`config.mk`:
```
export PLATFORM = sky130hd
export DESIGN_NAME = uart_rx_ctrl
export DESIGN_NICKNAME = d
export VERILOG_FILES = /design/src/rtl/uart_pkg.sv /design/src/rtl/uart_rx_fifo.sv /design/src/rtl/uart_rx_ctrl.sv
export SDC_FILE = /design/constraint.sdc
export NUM_CORES = 1
export LEC_CHECK = 0
export CAP_MARGIN = 5
export CORE_MARGIN = 10
export CORE_UTILIZATION = 30
export DETAILED_ROUTE_END_ITERATION = 7
export GPL_TIMING_DRIVEN = 0
export SLEW_MARGIN = 10
export SYNTH_ARGS = -nofsm -noshare
export SYNTH_HDL_FRONTEND = slang
export SYNTH_HIERARCHICAL = 1
export SYNTH_SLANG_ARGS = --single-unit
```
`constraint.sdc`:
```
create_clock -name clk -period 3 [get_ports clk]
set_input_delay 0.6 -clock clk [delete_from_list [all_inputs] [get_ports clk]]
set_output_delay 0.6 -clock clk [all_outputs]
set_load 0.03 [all_outputs]
```
`src/rtl/uart_pkg.sv`:
```
// uart_pkg: shared constants and FSM encoding for the UART receiver.
// Imported by uart_rx_ctrl and uart_rx_fifo.
package uart_pkg;

  localparam int OVERSAMPLE = 16;
  localparam int MID_SAMPLE = 7;
  localparam int DATA_BITS  = 8;

  typedef enum logic [2:0] {
    S_IDLE,
    S_START,
    S_DATA,
    S_PARITY,
    S_STOP
  } rx_state_e;

endpackage

```
`src/rtl/uart_rx_fifo.sv`:
```
// uart_rx_fifo: small synchronous byte FIFO for received data.
// A push into a full FIFO is taken only when a pop happens in the same cycle.
module uart_rx_fifo
  import uart_pkg::*;
#(
  parameter int DEPTH = 4
) (
  input  logic                     clk,
  input  logic                     rst,
  input  logic                     i_push,
  input  logic [DATA_BITS-1:0]     i_data,
  input  logic                     i_pop,
  output logic [DATA_BITS-1:0]     o_data,
  output logic                     o_full,
  output logic                     o_empty,
  output logic [$clog2(DEPTH):0]   o_count
);

  localparam int AW = $clog2(DEPTH);
  localparam logic [AW:0] FULL_CNT = (AW+1)'(DEPTH);

  logic [DATA_BITS-1:0] r_mem [DEPTH];
  logic [AW-1:0]        r_wr;
  logic [AW-1:0]        r_rd;
  logic [AW:0]          r_cnt;
  logic                 w_do_push;
  logic                 w_do_pop;

  assign o_full    = (r_cnt == FULL_CNT);
  assign o_empty   = (r_cnt == '0);
  assign o_count   = r_cnt;
  assign o_data    = r_mem[r_rd];
  assign w_do_pop  = i_pop & ~o_empty;
  assign w_do_push = i_push & (~o_full | w_do_pop);

  // storage write; contents need no reset since count gates validity
  always_ff @(posedge clk) begin
    if (w_do_push) r_mem[r_wr] <= i_data;
  end

  // pointers wrap naturally at DEPTH (power of two)
  always_ff @(posedge clk) begin
    if (rst) begin
      r_wr  <= '0;
      r_rd  <= '0;
      r_cnt <= '0;
    end else begin
      if (w_do_push) r_wr <= r_wr + 1'b1;
      if (w_do_pop)  r_rd <= r_rd + 1'b1;
      if (w_do_push && !w_do_pop)      r_cnt <= r_cnt + 1'b1;
      else if (w_do_pop && !w_do_push) r_cnt <= r_cnt - 1'b1;
    end
  end

endmodule

```
`src/rtl/uart_rx_ctrl.sv`:
```
// uart_rx_ctrl: 16x oversampled UART receiver with output byte FIFO.
// Optional even parity bit enabled by defining UART_PARITY_EN.
module uart_rx_ctrl
  import uart_pkg::*;
#(
  parameter int CLK_DIV    = 54,
  parameter int FIFO_DEPTH = 4
) (
  input  logic                          clk,
  input  logic                          rst,
  input  logic                          rx,
  output logic [7:0]                    dout,
  output logic                          dout_valid,
  input  logic                          dout_ready,
  output logic                          rx_busy,
  output logic                          frame_err,
  output logic                          overrun,
  output logic [$clog2(FIFO_DEPTH):0]   fifo_count
);

  localparam int TW = $clog2(CLK_DIV);
  localparam logic [TW-1:0] TICK_LAST = TW'(CLK_DIV - 1);
  localparam logic [3:0]    S_MID     = 4'(MID_SAMPLE);
  localparam logic [3:0]    S_LAST    = 4'(OVERSAMPLE - 1);

  logic [1:0]           r_sync;
  logic                 r_rx_prev;
  logic [TW-1:0]        r_tcnt;
  rx_state_e            r_state;
  rx_state_e            w_state_nx;
  logic [3:0]           r_s;
  logic [3:0]           w_s_nx;
  logic [2:0]           r_bit;
  logic [2:0]           w_bit_nx;
  logic [7:0]           r_shift;
  logic [7:0]           w_shift_nx;
  logic                 r_frame_err;
  logic                 r_overrun;
  logic                 w_rx;
  logic                 w_fall;
  logic                 w_tick;
  logic                 w_start;
  logic                 w_push;
  logic                 w_ferr;
  logic                 w_par_bad;
  logic                 w_pop;
  logic                 w_full;
  logic                 w_empty;
  logic [7:0]           w_fifo_data;

  assign w_rx    = r_sync[1];
  assign w_fall  = r_rx_prev & ~w_rx;
  assign w_tick  = (r_tcnt == TICK_LAST);
  assign w_start = (r_state == S_IDLE) & w_fall;
  assign w_pop   = dout_valid & dout_ready;

`ifdef UART_PARITY_EN
  logic r_par_err;
  logic w_par_nx;
  assign w_par_bad = r_par_err;
`else
  assign w_par_bad = 1'b0;
`endif

  // two-stage synchroniser plus edge history, preset high
  always_ff @(posedge clk) begin
    if (rst) begin
      r_sync    <= 2'b11;
      r_rx_prev <= 1'b1;
    end else begin
      r_sync    <= {r_sync[0], rx};
      r_rx_prev <= r_sync[1];
    end
  end

  // free-running oversample divider, realigned on start edge
  always_ff @(posedge clk) begin
    if (rst)           r_tcnt <= '0;
    else if (w_start)  r_tcnt <= '0;
    else if (w_tick)   r_tcnt <= '0;
    else               r_tcnt <= r_tcnt + 1'b1;
  end

  // next-state and bit sampling decisions
  always_comb begin
    w_state_nx = r_state;
    w_s_nx     = r_s;
    w_bit_nx   = r_bit;
    w_shift_nx = r_shift;
    w_push     = 1'b0;
    w_ferr     = 1'b0;
`ifdef UART_PARITY_EN
    w_par_nx   = r_par_err;
`endif
    unique case (r_state)
      S_IDLE: begin
        if (w_fall) begin
          w_state_nx = S_START;
          w_s_nx     = '0;
`ifdef UART_PARITY_EN
          w_par_nx   = 1'b0;
`endif
        end
      end
      S_START: begin
        if (w_tick) begin
          if (r_s == S_MID) begin
            w_s_nx   = '0;
            w_bit_nx = '0;
            w_state_nx = w_rx ? S_IDLE : S_DATA;
          end else begin
            w_s_nx = r_s + 1'b1;
          end
        end
      end
      S_DATA: begin
        if (w_tick) begin
          if (r_s == S_LAST) begin
            w_s_nx     = '0;
            w_shift_nx = {w_rx, r_shift[7:1]};
            w_bit_nx   = r_bit + 1'b1;
            if (r_bit == 3'd7) begin
`ifdef UART_PARITY_EN
              w_state_nx = S_PARITY;
`else
              w_state_nx = S_STOP;
`endif
            end
          end else begin
            w_s_nx = r_s + 1'b1;
          end
        end
      end
`ifdef UART_PARITY_EN
      S_PARITY: begin
        if (w_tick) begin
          if (r_s == S_LAST) begin
            w_s_nx     = '0;
            w_par_nx   = ^{r_shift, w_rx};
            w_state_nx = S_STOP;
          end else begin
            w_s_nx = r_s + 1'b1;
          end
        end
      end
`endif
      S_STOP: begin
        if (w_tick) begin
          if (r_s == S_LAST) begin
            w_s_nx     = '0;
            w_state_nx = S_IDLE;
            if (w_rx && !w_par_bad) w_push = 1'b1;
            else                    w_ferr = 1'b1;
          end else begin
            w_s_nx = r_s + 1'b1;
          end
        end
      end
      default: w_state_nx = S_IDLE;
    endcase
  end

  // FSM and datapath registers, error pulses
  always_ff @(posedge clk) begin
    if (rst) begin
      r_state     <= S_IDLE;
      r_s         <= '0;
      r_bit       <= '0;
      r_shift     <= '0;
      r_frame_err <= 1'b0;
      r_overrun   <= 1'b0;
    end else begin
      r_state     <= w_state_nx;
      r_s         <= w_s_nx;
      r_bit       <= w_bit_nx;
      r_shift     <= w_shift_nx;
      r_frame_err <= w_ferr;
      r_overrun   <= w_push & w_full & ~w_pop;
    end
  end

`ifdef UART_PARITY_EN
  // parity verdict held until the stop-bit decision
  always_ff @(posedge clk) begin
    if (rst) r_par_err <= 1'b0;
    else     r_par_err <= w_par_nx;
  end
`endif

  uart_rx_fifo #(
    .DEPTH (FIFO_DEPTH)
  ) u_fifo (
    .clk     (clk),
    .rst     (rst),
    .i_push  (w_push),
    .i_data  (r_shift),
    .i_pop   (w_pop),
    .o_data  (w_fifo_data),
    .o_full  (w_full),
    .o_empty (w_empty),
    .o_count (fifo_count)
  );

  assign dout       = w_empty ? 8'h00 : w_fifo_data;
  assign dout_valid = ~w_empty;
  assign rx_busy    = (r_state != S_IDLE);
  assign frame_err  = r_frame_err;
  assign overrun    = r_overrun;

endmodule

```
==> results of run 1 <==
[cell families after synthesis]
kind of cell,Yosys count
buffers and inverters,19
DFF,70
AOI/OAI and AO/OA,23
xor gates and xnor gates,9
muxes,19
adders and majority gates,11
and+or+nand+nor,90
[state kept, by name (all words and copies together), names as in the netlist, named ones only]
name            flops
r_sync              2
r_bit               3
u_fifo/r_mem       32
frame_err           1
r_state             3
overrun             1
r_tcnt              6
r_rx_prev           1
r_shift             8
r_s                 4
u_fifo/r_rd         2
u_fifo/o_count      3
u_fifo/r_wr         2
[path summary, 6_finish.rpt]
path,start,end,slack (ns)
min reg2reg,r_sync[0],r_sync[1],0.41
max reg2reg,r_s[0],u_fifo/o_count[2],0.24
min,r_sync[0],r_sync[1],0.41
max,flop,dout[4],0.18
[power groups by stage]
stage | logic [uW] | clock network (uW) | registers, uW
global placement | 40.5 | 0 | 1020
finish | 40.4 | 838 | 998
floorplan | 30.2 | 0 | 1020
CTS | 41.0 | 865 | 998
global route | 46.7 | 914 | 999
detailed placement | 40.8 | 0 | 1020
[metrics by stage]
step,util [%],setup TNS (ns),setup WS (ns),hold WS [ns]
floorplan,-,0,0.182,0.389
global placement,34.4,-0.236,-0.236,0.396
detailed placement,34.4,-0.360,-0.360,0.404
CTS,36.9,0,0.0117,0.420
global route,37.3,-0.00224,-0.00224,0.440
finish,37.3,0,0.184,0.413
[layout by cell type, fill, tap and decap left out, types with 2 or more instances in the layout]
cell type                          n
sky130_fd_sc_hd__nor4_4            2
sky130_fd_sc_hd__buf_4             4
sky130_fd_sc_hd__inv_1            10
sky130_fd_sc_hd__clkinvlp_4        2
sky130_fd_sc_hd__ha_1              9
sky130_fd_sc_hd__a21oi_1          12
sky130_fd_sc_hd__edfxtp_1         32
sky130_fd_sc_hd__bufinv_16         2
sky130_fd_sc_hd__or3_1             3
sky130_fd_sc_hd__clkdlybuf4s50_1  17
sky130_fd_sc_hd__xor2_1            6
sky130_fd_sc_hd__clkbuf_8         11
sky130_fd_sc_hd__o21ai_0           3
sky130_fd_sc_hd__dfxtp_1          38
sky130_fd_sc_hd__nor2_1           27
sky130_fd_sc_hd__o31ai_1           3
sky130_fd_sc_hd__and3_1            2
sky130_fd_sc_hd__or2_2             4
sky130_fd_sc_hd__nand2b_1          2
sky130_fd_sc_hd__nand3b_1          4
sky130_fd_sc_hd__xnor2_1           3
sky130_fd_sc_hd__nand3_1           4
sky130_fd_sc_hd__or4b_1            2
sky130_fd_sc_hd__and2_2            4
sky130_fd_sc_hd__nor2b_1           9
sky130_fd_sc_hd__buf_6             2
sky130_fd_sc_hd__mux4_2            8
sky130_fd_sc_hd__nand2_1           9
sky130_fd_sc_hd__buf_2             2
sky130_fd_sc_hd__mux2i_1          10
sky130_fd_sc_hd__nor3b_1           2
sky130_fd_sc_hd__clkbuf_1          2
[area by class of cell]
| class | count | area share, % |
|---|---|---|
| multi-input combinational | 152 | 34.2 |
| clock buffer | 11 | 3.86 |
| buffer | 9 | 1.81 |
| tap | 133 | 4.54 |
| timing repair buffer | 20 | 5.26 |
| inverter | 10 | 1.02 |
| clock inverter | 5 | 2.29 |
| sequential | 70 | 47.0 |
[metal layers]
metal | share of wire (%) | vias to the layer above | routed length, um | global-route usage (%)
met2 | 50 | 26 | 2570 | 12.9
li1 | - | 931 | - | -
met3 | 5.1 | 4 | 262 | 3.63
met4 | 0.73 | 0 | 38 | 1.89
met5 | 0 | - | 0 | 0
met1 | 45 | 876 | 2310 | 8.44
[timing repair]
action / 4_1_cts / 5_1_grt
pin swaps: 0 / 1
resized for setup: 3 / 5
setup buffers: 0 / 3
setup endpoints to repair: 10 / 1
==> summary.log, run 1 <==
qor: status.outcome completed
qor: synth.synth_area_per_cell 12.6 um2
qor: grt.largest_net_degree_at_the_start_of_global_routing 14
qor: synth.synth_compound_gate_area_share 4.69%
qor: cells_and_area.antennaDiodeCount 0
qor: sta.setup_violators_final 0
qor: critical_path.crit_buf_inv 2
qor: cells_and_area.syn2layout_area_growth 20.6%
qor: critical_path.critical_path.slowest_cell sky130_fd_sc_hd__clkdlybuf4s50_1
qor: synth.post_synth_and_or_nand_nor_area_fraction 18.2%
qor: floorplan.std_cell_rows 36
qor: synth.synth_area_leaders sky130_fd_sc_hd__edfxtp_1, sky130_fd_sc_hd__dfxtp_1, sky130_fd_sc_hd__mux4_2
qor: sta.slew-limit-headroom 55.7%
qor: power_and_ir_drop.seq_power_share 53.2%
qor: power_and_ir_drop.p_sw_share 19.8%
qor: synth.synth_enable_flop_cells 32
qor: power_and_ir_drop.power_leakage 0.00128 uW
qor: synth.synth.yosys.warnings 6
qor: cells_and_area.finish.net_count 287
qor: synth.synth.lib_cells_used.distinct 51
qor: placed_design.detailed_place.area 0.00338 mm2
qor: clock_tree.cts.clk_slew.worst_paths 0.08 ns
qor: cells_and_area.multiInputGateArea 0.00125 mm2
qor: synth.synth_top_area_share 31.6%
qor: grt.grt_use_total 7.61%
qor: synth.post_synth_inst_count 241
qor: critical_path.critical-path-max-stage-delay 0.61 ns
qor: critical_path.critPathMaxFanout 8
qor: floorplan.die_w 121 um
qor: synth.synth_common_cells sky130_fd_sc_hd__dfxtp_1, sky130_fd_sc_hd__edfxtp_1, sky130_fd_sc_hd__nor2_1, sky130_fd_sc_hd__a21oi_1
qor: sta.achievable-frequency 0.355 GHz
qor: clock_tree.inserted_clock_buffers 9
qor: sta.worst_pin_slew 0.659 ns
qor: synth.synth_fa_ha_area_share 4.78%
qor: critical_path.critical_path_depth 4
qor: critical_path.r2r_cells 11
qor: power_and_ir_drop.share_clk_of_total_power 44.6%
qor: route.routed_wl 5190 um
qor: grt.grt_antenna_before_repair 0
qor: critical_path.worstPathRequired 2.40 ns
qor: placed_design.numPlacedInstances 391
qor: synth.postSynthRegisterBits 70
qor: route.number_of_nets_with_antenna_violations_after_detailed_routing 0
qor: route.drt_first_pass_iters 4
qor: sta.post-route-min-period 2.82 ns
qor: clock_tree.ctsRootBufferMaster sky130_fd_sc_hd__clkbuf_8
qor: power_and_ir_drop.power-per-cell-area 512 mW/mm2
qor: floorplan.die_h 121 um
qor: route.total_vias_in_the_final_route 1837
qor: critical_path.critical_path_cell_sequence buf_2 -> mux4_2 -> nor2b_1 -> clkdlybuf4s50_1
qor: cells_and_area.num-fill-cells 1006
qor: synth.synth_xor_xnor_area_share 2.59%
qor: placed_design.globalplace.congestion 0.734
qor: sta.final_slew_viol_count 0
qor: clock_tree.clock_latency 0.34 ns
qor: synth.primary_flip_flop_cell_chosen_by_synthesis_mapping sky130_fd_sc_hd__dfxtp_1
qor: critical_path.critPathTopFamily buffers and inverters
qor: power_and_ir_drop.p_switching 372 uW
qor: floorplan.placeable_core_region 0.00982 mm2
qor: cells_and_area.fin_area 0.00366 mm2
qor: worst_hold_path.whs_path_depth 1
qor: route.avgRoutedWirePerCell 12.6 um
qor: synth.async_reset_ff_share 0%
qor: synth.synth.cell_area 0.00304 mm2
qor: route.route.detailed.drc 0
qor: job.maxCapViolCount 0
qor: synth.synth_most_common_cell sky130_fd_sc_hd__dfxtp_1
qor: cells_and_area.fraction_of_layout_cells_with_a_size_suffix_above_1 21.3%
qor: cells_and_area.ff_latch_area 0.00172 mm2
qor: clock_tree.tritoncts_clock_tree yes
qor: clock_tree.cts.path.max_buffers 2
qor: clock_tree.cts.htree.levels 3
qor: sta.final_min_period_over_clock_period 93.9%
qor: floorplan.die_area 0.0146 mm2
qor: synth.synth_area_leader_cell sky130_fd_sc_hd__edfxtp_1
qor: power_and_ir_drop.power_frac_comb 2.2%
qor: clock_tree.hold_buffers 0
qor: critical_path.timing.setup.critical_path_class flop to output pin
qor: route.detailedRoute.firstIterationViolations 65
qor: cells_and_area.final-instance-count-excl-fill 410
qor: grt.global_route_wire_length_before_repair 9110 um
qor: floorplan.initial_core_util 31.0%
qor: grt.grt_overflow 0
qor: placed_design.port-buffer-count 17
qor: clock_tree.clkSinkCount 70
qor: synth.synthesis.nets 256
qor: synth.combinational_family_with_the_most_area_after_synthesis simple AND/OR/NAND/NOR gates
qor: route.routed_via_density 4.48
qor: critical_path.worst_setup_path_end_kind output pin
qor: critical_path.arrival_time_at_the_worst_endpoint 2.22 ns
qor: synth.synthMuxAreaShare 9.72%
qor: placed_design.dp_hpwl 3630 um
qor: power_and_ir_drop.irDropWorstVdd 0.242 mV
qor: synth.synth_seq_area_share 56.6%
qor: power_and_ir_drop.internal_power 1500 uW
qor: worst_hold_path.hold_class flop to flop
qor: floorplan.boundaryPins 19
qor: sta.final_hold_violation_count 0
qor: power_and_ir_drop.p_total 1880 uW
qor: grt.grt_pass1_vias 1867
qor: sta.finalClockSkew 0.0109 ns
qor: critical_path.critical_path_startpoint_category flop
No activity file was read; power rests on OpenSTA's default activity.
==> run 2: changes to the inputs <==
clock period = 2.3 ns   (was 3 ns; I/O delays follow)
==> run 2 against run 1 <==
Compared with the run above: via count stayed put; power rose by 19%; clock skew fell by 0.0022 ns; die area unchanged; flip-flop and latch count stayed put; worst setup slack worse by 0.37 ns; final area increased by 0.72%; largest cell class unchanged; non-clock buffer count rose by 4; the run now ends with negative setup slack left; register-to-register slack worse by 0.42 ns; highest routed layer unchanged; core utilization up 0.27 points; global-route usage increased by 0.092 points.
==> summary.log, run 2 (synthesis gave the netlist of run 1 again) <==
qor: cells_and_area.most_frequent_cells_in_the_layout sky130_fd_sc_hd__edfxtp_1, sky130_fd_sc_hd__dfxtp_1, sky130_fd_sc_hd__nor2_1, sky130_fd_sc_hd__a21oi_1 [was sky130_fd_sc_hd__dfxtp_1, sky130_fd_sc_hd__edfxtp_1, sky130_fd_sc_hd__nor2_1, sky130_fd_sc_hd__clkdlybuf4s50_1, sky130_fd_sc_hd__a21oi_1]
qor: cells_and_area.antennaDiodeCount 0 [unchanged]
qor: route.routed_wl 5370 um [was 5190 um]
qor: placed_design.dp_hpwl 3590 um [was 3630 um]
qor: power_and_ir_drop.share_clk_of_total_power 38.9% [was 44.6%]
qor: clock_tree.hold_buffers 0 [unchanged]
qor: critical_path.reg_to_reg_start r_state[0] [was r_s[0]]
qor: sta.final_hold_violation_count 0 [unchanged]
qor: clock_tree.cts.htree.levels 3 [unchanged]
qor: critical_path.setup.worst_path.start r_state[0]
qor: status.failed_checks negative setup slack
qor: clock_tree.clock_latency 0.34 ns [about the same]
qor: placed_design.port-buffer-count 17 [unchanged]
qor: power_and_ir_drop.internal_power 1720 uW [was 1500 uW]
qor: floorplan.initial_core_util 31.0% [unchanged]
qor: grt.top_usage_layer met2 [unchanged]
qor: grt.grt_overflow 0 [unchanged]
qor: grt.met2_usage 12.6% [was 12.9%]
qor: placed_design.detailedPlace.worstSlack -0.652 ns [was -0.360 ns]
qor: worst_hold_path.hold_path.startpoint rst [was r_sync[0]]
qor: cells_and_area.largest_register_ffs 32 [unchanged]
qor: cells_and_area.final_common_cell sky130_fd_sc_hd__edfxtp_1 [was sky130_fd_sc_hd__dfxtp_1]
qor: cells_and_area.syn2layout_area_growth 21.4% [was 20.6%]
qor: status.outcome finished, violations left [was completed]
qor: placed_design.globalplace.congestion 0.728 [was 0.734]
qor: sta.setup_violators_final 1 [was 0]
qor: floorplan.die_area 0.0146 mm2 [unchanged]
qor: cells_and_area.largest-register u_fifo/r_mem [unchanged]
qor: grt.met3_usage 3.68% [was 3.63%]
qor: sta.achievable-frequency 0.403 GHz
qor: critical_path.worstPathRequired 2.57 ns [was 2.40 ns]
qor: power_and_ir_drop.irDropWorstVdd 0.325 mV [was 0.242 mV]
qor: power_and_ir_drop.power_frac_comb 2.8% [was 2.2%]
qor: critical_path.timing.setup.critical_path_class flop to flop [was flop to output pin]
qor: power_and_ir_drop.p_sw_share 23.0% [was 19.8%]
qor: grt.grt_pass1_vias 1841 [was 1867]
qor: cells_and_area.reg.largest.list u_fifo/r_mem x32, r_shift x8, r_tcnt x6 [unchanged]
qor: sta.grt_setup_unrepaired yes
qor: grt.grt_antenna_before_repair 0 [unchanged]
qor: sta.slew-limit-headroom 53.4% [was 55.7%]
qor: route.number_of_nets_with_antenna_violations_after_detailed_routing 0 [unchanged]
qor: clock_tree.inserted_clock_buffers 9 [unchanged]
qor: critical_path.ff2ff_setup_slack -0.18 ns [was 0.24 ns]
qor: sta.final.setup.tns -0.182 ns [was 0 ns]
qor: sta.finalClockSkew 0.00871 ns [was 0.0109 ns]
qor: critical_path.arrival_time_at_the_worst_endpoint 2.75 ns [was 2.22 ns]
qor: cells_and_area.finish.net_count 291 [was 287]
qor: grt.largest_net_degree_at_the_start_of_global_routing 14 [unchanged]
qor: clock_tree.cts.path.max_buffers 2 [unchanged]
qor: sta.worst_pin_slew 0.693 ns [was 0.659 ns]
qor: sta.worst_slack -0.182 ns [was 0.184 ns]
qor: sta.post-route-min-period 2.48 ns
qor: floorplan.std_cell_rows 36 [unchanged]
qor: route.detailedRoute.firstIterationViolations 57 [was 65]
qor: route.total_vias_in_the_final_route 1837 [unchanged]
qor: sta.final_slew_viol_count 0 [unchanged]
qor: critical_path.critPathMaxFanout 10 [was 8]
qor: floorplan.boundaryPins 19 [unchanged]
qor: route.avgRoutedWirePerCell 13.0 um [was 12.6 um]
qor: grt.grt_use_total 7.70% [was 7.61%]
qor: sta.final_min_period_over_clock_period 108%
qor: critical_path.worst_setup_path_end_kind flop [was output pin]
qor: route.route.detailed.drc 0 [unchanged]
qor: floorplan.die_w 121 um [unchanged]
qor: floorplan.placeable_core_region 0.00982 mm2 [unchanged]
qor: clock_tree.tritoncts_clock_tree yes [unchanged]
qor: route.routed_via_density 4.44 [was 4.48]
qor: power_and_ir_drop.power_leakage 0.00132 uW [was 0.00128 uW]
qor: worst_hold_path.hold_class primary input to flop [was flop to flop]
qor: clock_tree.ctsRootBufferMaster sky130_fd_sc_hd__clkbuf_8 [unchanged]
qor: job.maxCapViolCount 0 [unchanged]
qor: power_and_ir_drop.seq_power_share 58.4% [was 53.2%]
qor: power_and_ir_drop.power-per-cell-area 605 mW/mm2 [was 512 mW/mm2]
qor: clock_tree.cts.clk_slew.worst_paths 0.08 ns [about the same]
qor: clock_tree.clkSinkCount 70 [unchanged]
qor: grt.met1_usage 8.79% [was 8.44%]
qor: grt.global_route_wire_length_before_repair 9010 um [was 9110 um]
qor: critical_path.critical_path_startpoint_category flop [unchanged]
qor: power_and_ir_drop.p_switching 515 uW [was 372 uW]
qor: floorplan.die_h 121 um [unchanged]
qor: cells_and_area.fraction_of_layout_cells_with_a_size_suffix_above_1 31.7% [was 21.3%]
qor: route.drt_first_pass_iters 5 [was 4]
==> run 2: cell types whose count changed in the layout (fill, tap and decap cells not counted), moves of 5 or more <==
cell,change
sky130_fd_sc_hd__dfxtp_2,+10
sky130_fd_sc_hd__dfxtp_1,-10
sky130_fd_sc_hd__buf_2,+5
sky130_fd_sc_hd__clkdlybuf4s50_1,-10
sky130_fd_sc_hd__buf_4,+5
==> run 2: path summary, 6_finish.rpt <==
check	depth (start not counted)	end
worst max-delay path	12	u_fifo/o_count[2]
worst min-delay path	2	overrun
worst max register to register	12	u_fifo/o_count[2]
worst min register to register	1	r_sync[1]
==> run 2: critical path: stages (launching register included) <==
cell,delay (ns)
sky130_fd_sc_hd__dfxtp_1,0.32
sky130_fd_sc_hd__buf_8,0.14
sky130_fd_sc_hd__nor2_4,0.09
sky130_fd_sc_hd__nand2_2,0.07
sky130_fd_sc_hd__nor4_4,0.27
sky130_fd_sc_hd__and2_1,0.17
sky130_fd_sc_hd__a21boi_4,0.19
sky130_fd_sc_hd__ha_2,0.21
sky130_fd_sc_hd__inv_2,0.04
sky130_fd_sc_hd__fa_2,0.33
sky130_fd_sc_hd__xor2_1,0.16
sky130_fd_sc_hd__or3_4,0.33
sky130_fd_sc_hd__a21oi_2,0.11
==> run 2: layout make-up <==
class	count	area (um2)
Fill cell	993	6130
Sequential cell	70	1730
Multi-Input combinational cell	152	1300
Timing Repair Buffer	25	200
Tap cell	133	166
Clock buffer	9	124
Buffer	8	76.3
Clock inverter	7	50.0
Inverter	10	37.5
==> run 2: stage by stage <==
step                      util, %  hold WS (ns)  cells  area, um2  power [uW]
after floorplan                 -         0.389    241       3100        1370
after global routing         37.6         0.351    414       3690        2330
final                        37.6         0.372    414       3690        2230
after detailed placement     35.0         0.405    391       3440        1390
after CTS                    37.5         0.361    410       3680        2270
after global placement       35.0         0.393    391       3440        1380
==> run 2: layer usage <==
metal  share of wire [%]  up-vias
li1                    -      930
met1                  45      875
met2                  49       27
met3                 4.6        5
met4                0.61        0
met5                   0        -
==> run 2: what timing repair did <==
item                                    4_1_cts  5_1_grt
gates resized for setup                      36       17
pin swaps                                     4        1
endpoints found under the setup margin       12       10
cloned                                        0        0
buffers inserted                              4        4
==> run 2: power groups by stage <==
stage	registers [uW]	clock network, uW	logic [uW]
finish	1300	868	61.9
global route	1300	959	68.3
CTS	1300	906	61.5
detailed placement	1330	0	54.9
global placement	1330	0	54.1
floorplan	1330	0	40.7
==> run 3: changes to the inputs <==
CELL_PAD_IN_SITES_DETAIL_PLACEMENT = 1   (was unset)
CELL_PAD_IN_SITES_GLOBAL_PLACEMENT = 1   (was unset)
CORE_MARGIN = unset   (was 10)
PLACE_DENSITY_LB_ADDON = 0.1   (was unset)
==> run 3 against run 2 <==
Compared with the run above: the flow still finishes with violations (negative setup slack); final cell count grew 0.48%; critical path depth shrank 1; register-to-register slack lost 0.12 ns; sequential share of layout area shrank 0.15 points; power grew 3.9%; critical endpoint unchanged.
==> summary.log, run 3 (synthesis gave the netlist of run 1 again) <==
qor: status.outcome finished, violations left [unchanged]
qor: status.failed_checks negative setup slack [unchanged]
qor: cells_and_area.most_frequent_cells_in_the_layout sky130_fd_sc_hd__edfxtp_1, sky130_fd_sc_hd__dfxtp_1, sky130_fd_sc_hd__nor2_1, sky130_fd_sc_hd__buf_4, sky130_fd_sc_hd__a21oi_1 [was sky130_fd_sc_hd__edfxtp_1, sky130_fd_sc_hd__dfxtp_1, sky130_fd_sc_hd__nor2_1, sky130_fd_sc_hd__a21oi_1]
qor: floorplan.die_area 0.0105 mm2 [was 0.0146 mm2]
qor: sta.slew-limit-headroom 53.1% [was 53.4%]
qor: sta.worst_slack -0.301 ns [was -0.182 ns]
qor: cells_and_area.largest-register u_fifo/r_mem [unchanged]
qor: floorplan.die_w 103 um [was 121 um]
qor: clock_tree.clock_latency 0.35 ns [was 0.34 ns]
qor: route.drt_first_pass_iters 4 [was 5]
qor: critical_path.arrival_time_at_the_worst_endpoint 2.89 ns [was 2.75 ns]
qor: critical_path.worst_setup_path_end_kind flop [unchanged]
qor: grt.global_route_wire_length_before_repair 9760 um [was 9010 um]
qor: cells_and_area.final_common_cell sky130_fd_sc_hd__edfxtp_1 [unchanged]
qor: route.avgRoutedWirePerCell 13.9 um [was 13.0 um]
qor: clock_tree.hold_buffers 0 [unchanged]
qor: grt.largest_net_degree_at_the_start_of_global_routing 16 [was 14]
qor: clock_tree.tritoncts_clock_tree yes [unchanged]
qor: critical_path.critical_path_cell_sequence ha_4 -> nand4_4 -> nor4_4 -> and2_4 -> a21boi_4 -> ha_2 -> inv_2 -> fa_2 -> xor2_1 -> or3_4 -> a21oi_2 [was buf_8 -> nor2_4 -> nand2_2 -> nor4_4 -> and2_1 -> a21boi_4 -> ha_2 -> inv_2 -> fa_2 -> xor2_1 -> or3_4 -> a21oi_2]
qor: floorplan.boundaryPins 19 [unchanged]
qor: cells_and_area.largest_register_ffs 32 [unchanged]
qor: route.routed_wl 5790 um [was 5370 um]
qor: cells_and_area.finish.utilization 38.0% [was 37.6%]
qor: power_and_ir_drop.power-per-cell-area 625 mW/mm2 [was 605 mW/mm2]
qor: job.maxCapViolCount 0 [unchanged]
qor: grt.grt_use_total 12.9% [was 7.70%]
qor: placed_design.dp_hpwl 3930 um [was 3590 um]
qor: clock_tree.ctsRootBufferMaster sky130_fd_sc_hd__clkbuf_8 [unchanged]
qor: critical_path.critPathTopFamily simple AND/OR/NAND/NOR gates [unchanged]
qor: cells_and_area.fraction_of_layout_cells_with_a_size_suffix_above_1 32.9% [was 31.7%]
qor: route.number_of_nets_with_antenna_violations_after_detailed_routing 0 [unchanged]
qor: sta.final_hold_violation_count 0 [unchanged]
qor: placed_design.globalplace.congestion 0.675 [was 0.728]
qor: critical_path.critPathMaxFanout 4 [was 10]
qor: cells_and_area.syn2layout_area_growth 22.2% [was 21.4%]
qor: placed_design.detailed_place.area 0.00344 mm2 [unchanged]
qor: critical_path.critical-path-max-stage-delay 0.38 ns [was 0.33 ns]
qor: route.detailedRoute.firstIterationViolations 48 [was 57]
qor: sta.grt_setup_unrepaired yes [unchanged]
qor: cells_and_area.reg.largest.list u_fifo/r_mem x32, r_shift x8, r_tcnt x6 [unchanged]
qor: grt.grt_pass1_vias 1926 [was 1841]
qor: clock_tree.cts.path.max_buffers 2 [unchanged]
qor: clock_tree.clkSinkCount 70 [unchanged]
qor: route.routed_via_density 4.49 [was 4.44]
qor: sta.worst_pin_slew 0.699 ns [was 0.693 ns]
qor: critical_path.worstPathRequired 2.59 ns [was 2.57 ns]
qor: critical_path.critical_path_startpoint_category flop [unchanged]
qor: floorplan.initial_core_util 31.1% [was 31.0%]
qor: cells_and_area.fin_area 0.00371 mm2 [was 0.00369 mm2]
qor: sta.final_min_period_over_clock_period 113% [was 108%]
qor: critical_path.timing.setup.critical_path_class flop to flop [unchanged]
qor: clock_tree.inserted_clock_buffers 9 [unchanged]
qor: floorplan.placeable_core_region 0.00977 mm2 [was 0.00982 mm2]
qor: sta.setup_violators_final 1 [unchanged]
qor: grt.grt_overflow 0 [unchanged]
qor: floorplan.die_h 103 um [was 121 um]
qor: clock_tree.cts.clk_slew.worst_paths 0.09 ns [was 0.08 ns]
qor: sta.post-route-min-period 2.60 ns [was 2.48 ns]
qor: sta.finalClockSkew 0.00849 ns [was 0.00871 ns]
qor: route.route.detailed.drc 0 [unchanged]
qor: cells_and_area.finish.net_count 293 [was 291]
qor: power_and_ir_drop.irDropWorstVdd 0.277 mV [was 0.325 mV]
qor: sta.achievable-frequency 0.384 GHz [was 0.403 GHz]
qor: grt.grt_antenna_before_repair 0 [unchanged]
qor: critical_path.crit_buf_inv 1 [was 2]
qor: critical_path.critical_path.slowest_cell sky130_fd_sc_hd__dfxtp_4 [was sky130_fd_sc_hd__fa_2]
qor: floorplan.std_cell_rows 36 [unchanged]
qor: route.total_vias_in_the_final_route 1869 [was 1837]
qor: worst_hold_path.hold_class primary input to flop [unchanged]
qor: placed_design.port-buffer-count 17 [unchanged]
qor: power_and_ir_drop.power_leakage 0.00135 uW [was 0.00132 uW]
qor: clock_tree.cts.htree.levels 3 [unchanged]
qor: cells_and_area.antennaDiodeCount 0 [unchanged]
qor: sta.final_slew_viol_count 0 [unchanged]
[run 3: worst paths after layout]
path,start,end,slack [ns],depth (start not counted)
worst max register to register,r_tcnt[0],u_fifo/o_count[2],-0.30,11
worst min-delay path,rst,overrun,0.37,2
worst max-delay path,r_tcnt[0],u_fifo/o_count[2],-0.30,11
worst min register to register,r_sync[0],r_sync[1],0.42,1
[run 3: power by group]
group	switching, uW	internal (uW)	total [uW]
clock	540	417	958
sequential	7.40	1290	1300
combinational	32.3	28.9	61.2
[run 3: repair_timing]
item,in CTS,in global routing
setup buffers,5,5
gates resized for setup,46,12
pin swaps,7,3
endpoints found under the setup margin,12,6
[run 3: per-stage QoR]
| stage | setup slack, ns | total power, uW | cells | setup TNS (ns) | hold WS [ns] |
|---|---|---|---|---|---|
| global placement | -0.598 | 1390 | 391 | -1.28 | 0.403 |
| detailed placement | -0.645 | 1390 | 391 | -1.48 | 0.400 |
| floorplan | -0.176 | 1370 | 241 | -0.176 | 0.389 |
| finish | -0.301 | 2320 | 416 | -0.301 | 0.372 |
| global route | -0.439 | 2440 | 416 | -0.574 | 0.352 |
| CTS | -0.404 | 2370 | 411 | -0.489 | 0.349 |
[run 3: area by class of cell]
class                   count  area [um2]
plain buffers               8        75.1
clock buffers               9         124
clock inverters             7        63.8
fillers                  1066        6060
inverters                  10        37.5
multi-input cells         152        1310
flip-flops and latches     70        1740
well taps                 133         166
repair buffers             27         203
[run 3: per-layer routing]
metal	up-vias	global-route usage [%]	wire length (um)
li1	936	-	-
met1	904	15.3	2660
met2	24	21.1	2870
met3	5	4.88	191
met4	0	4.95	67
met5	-	0	0
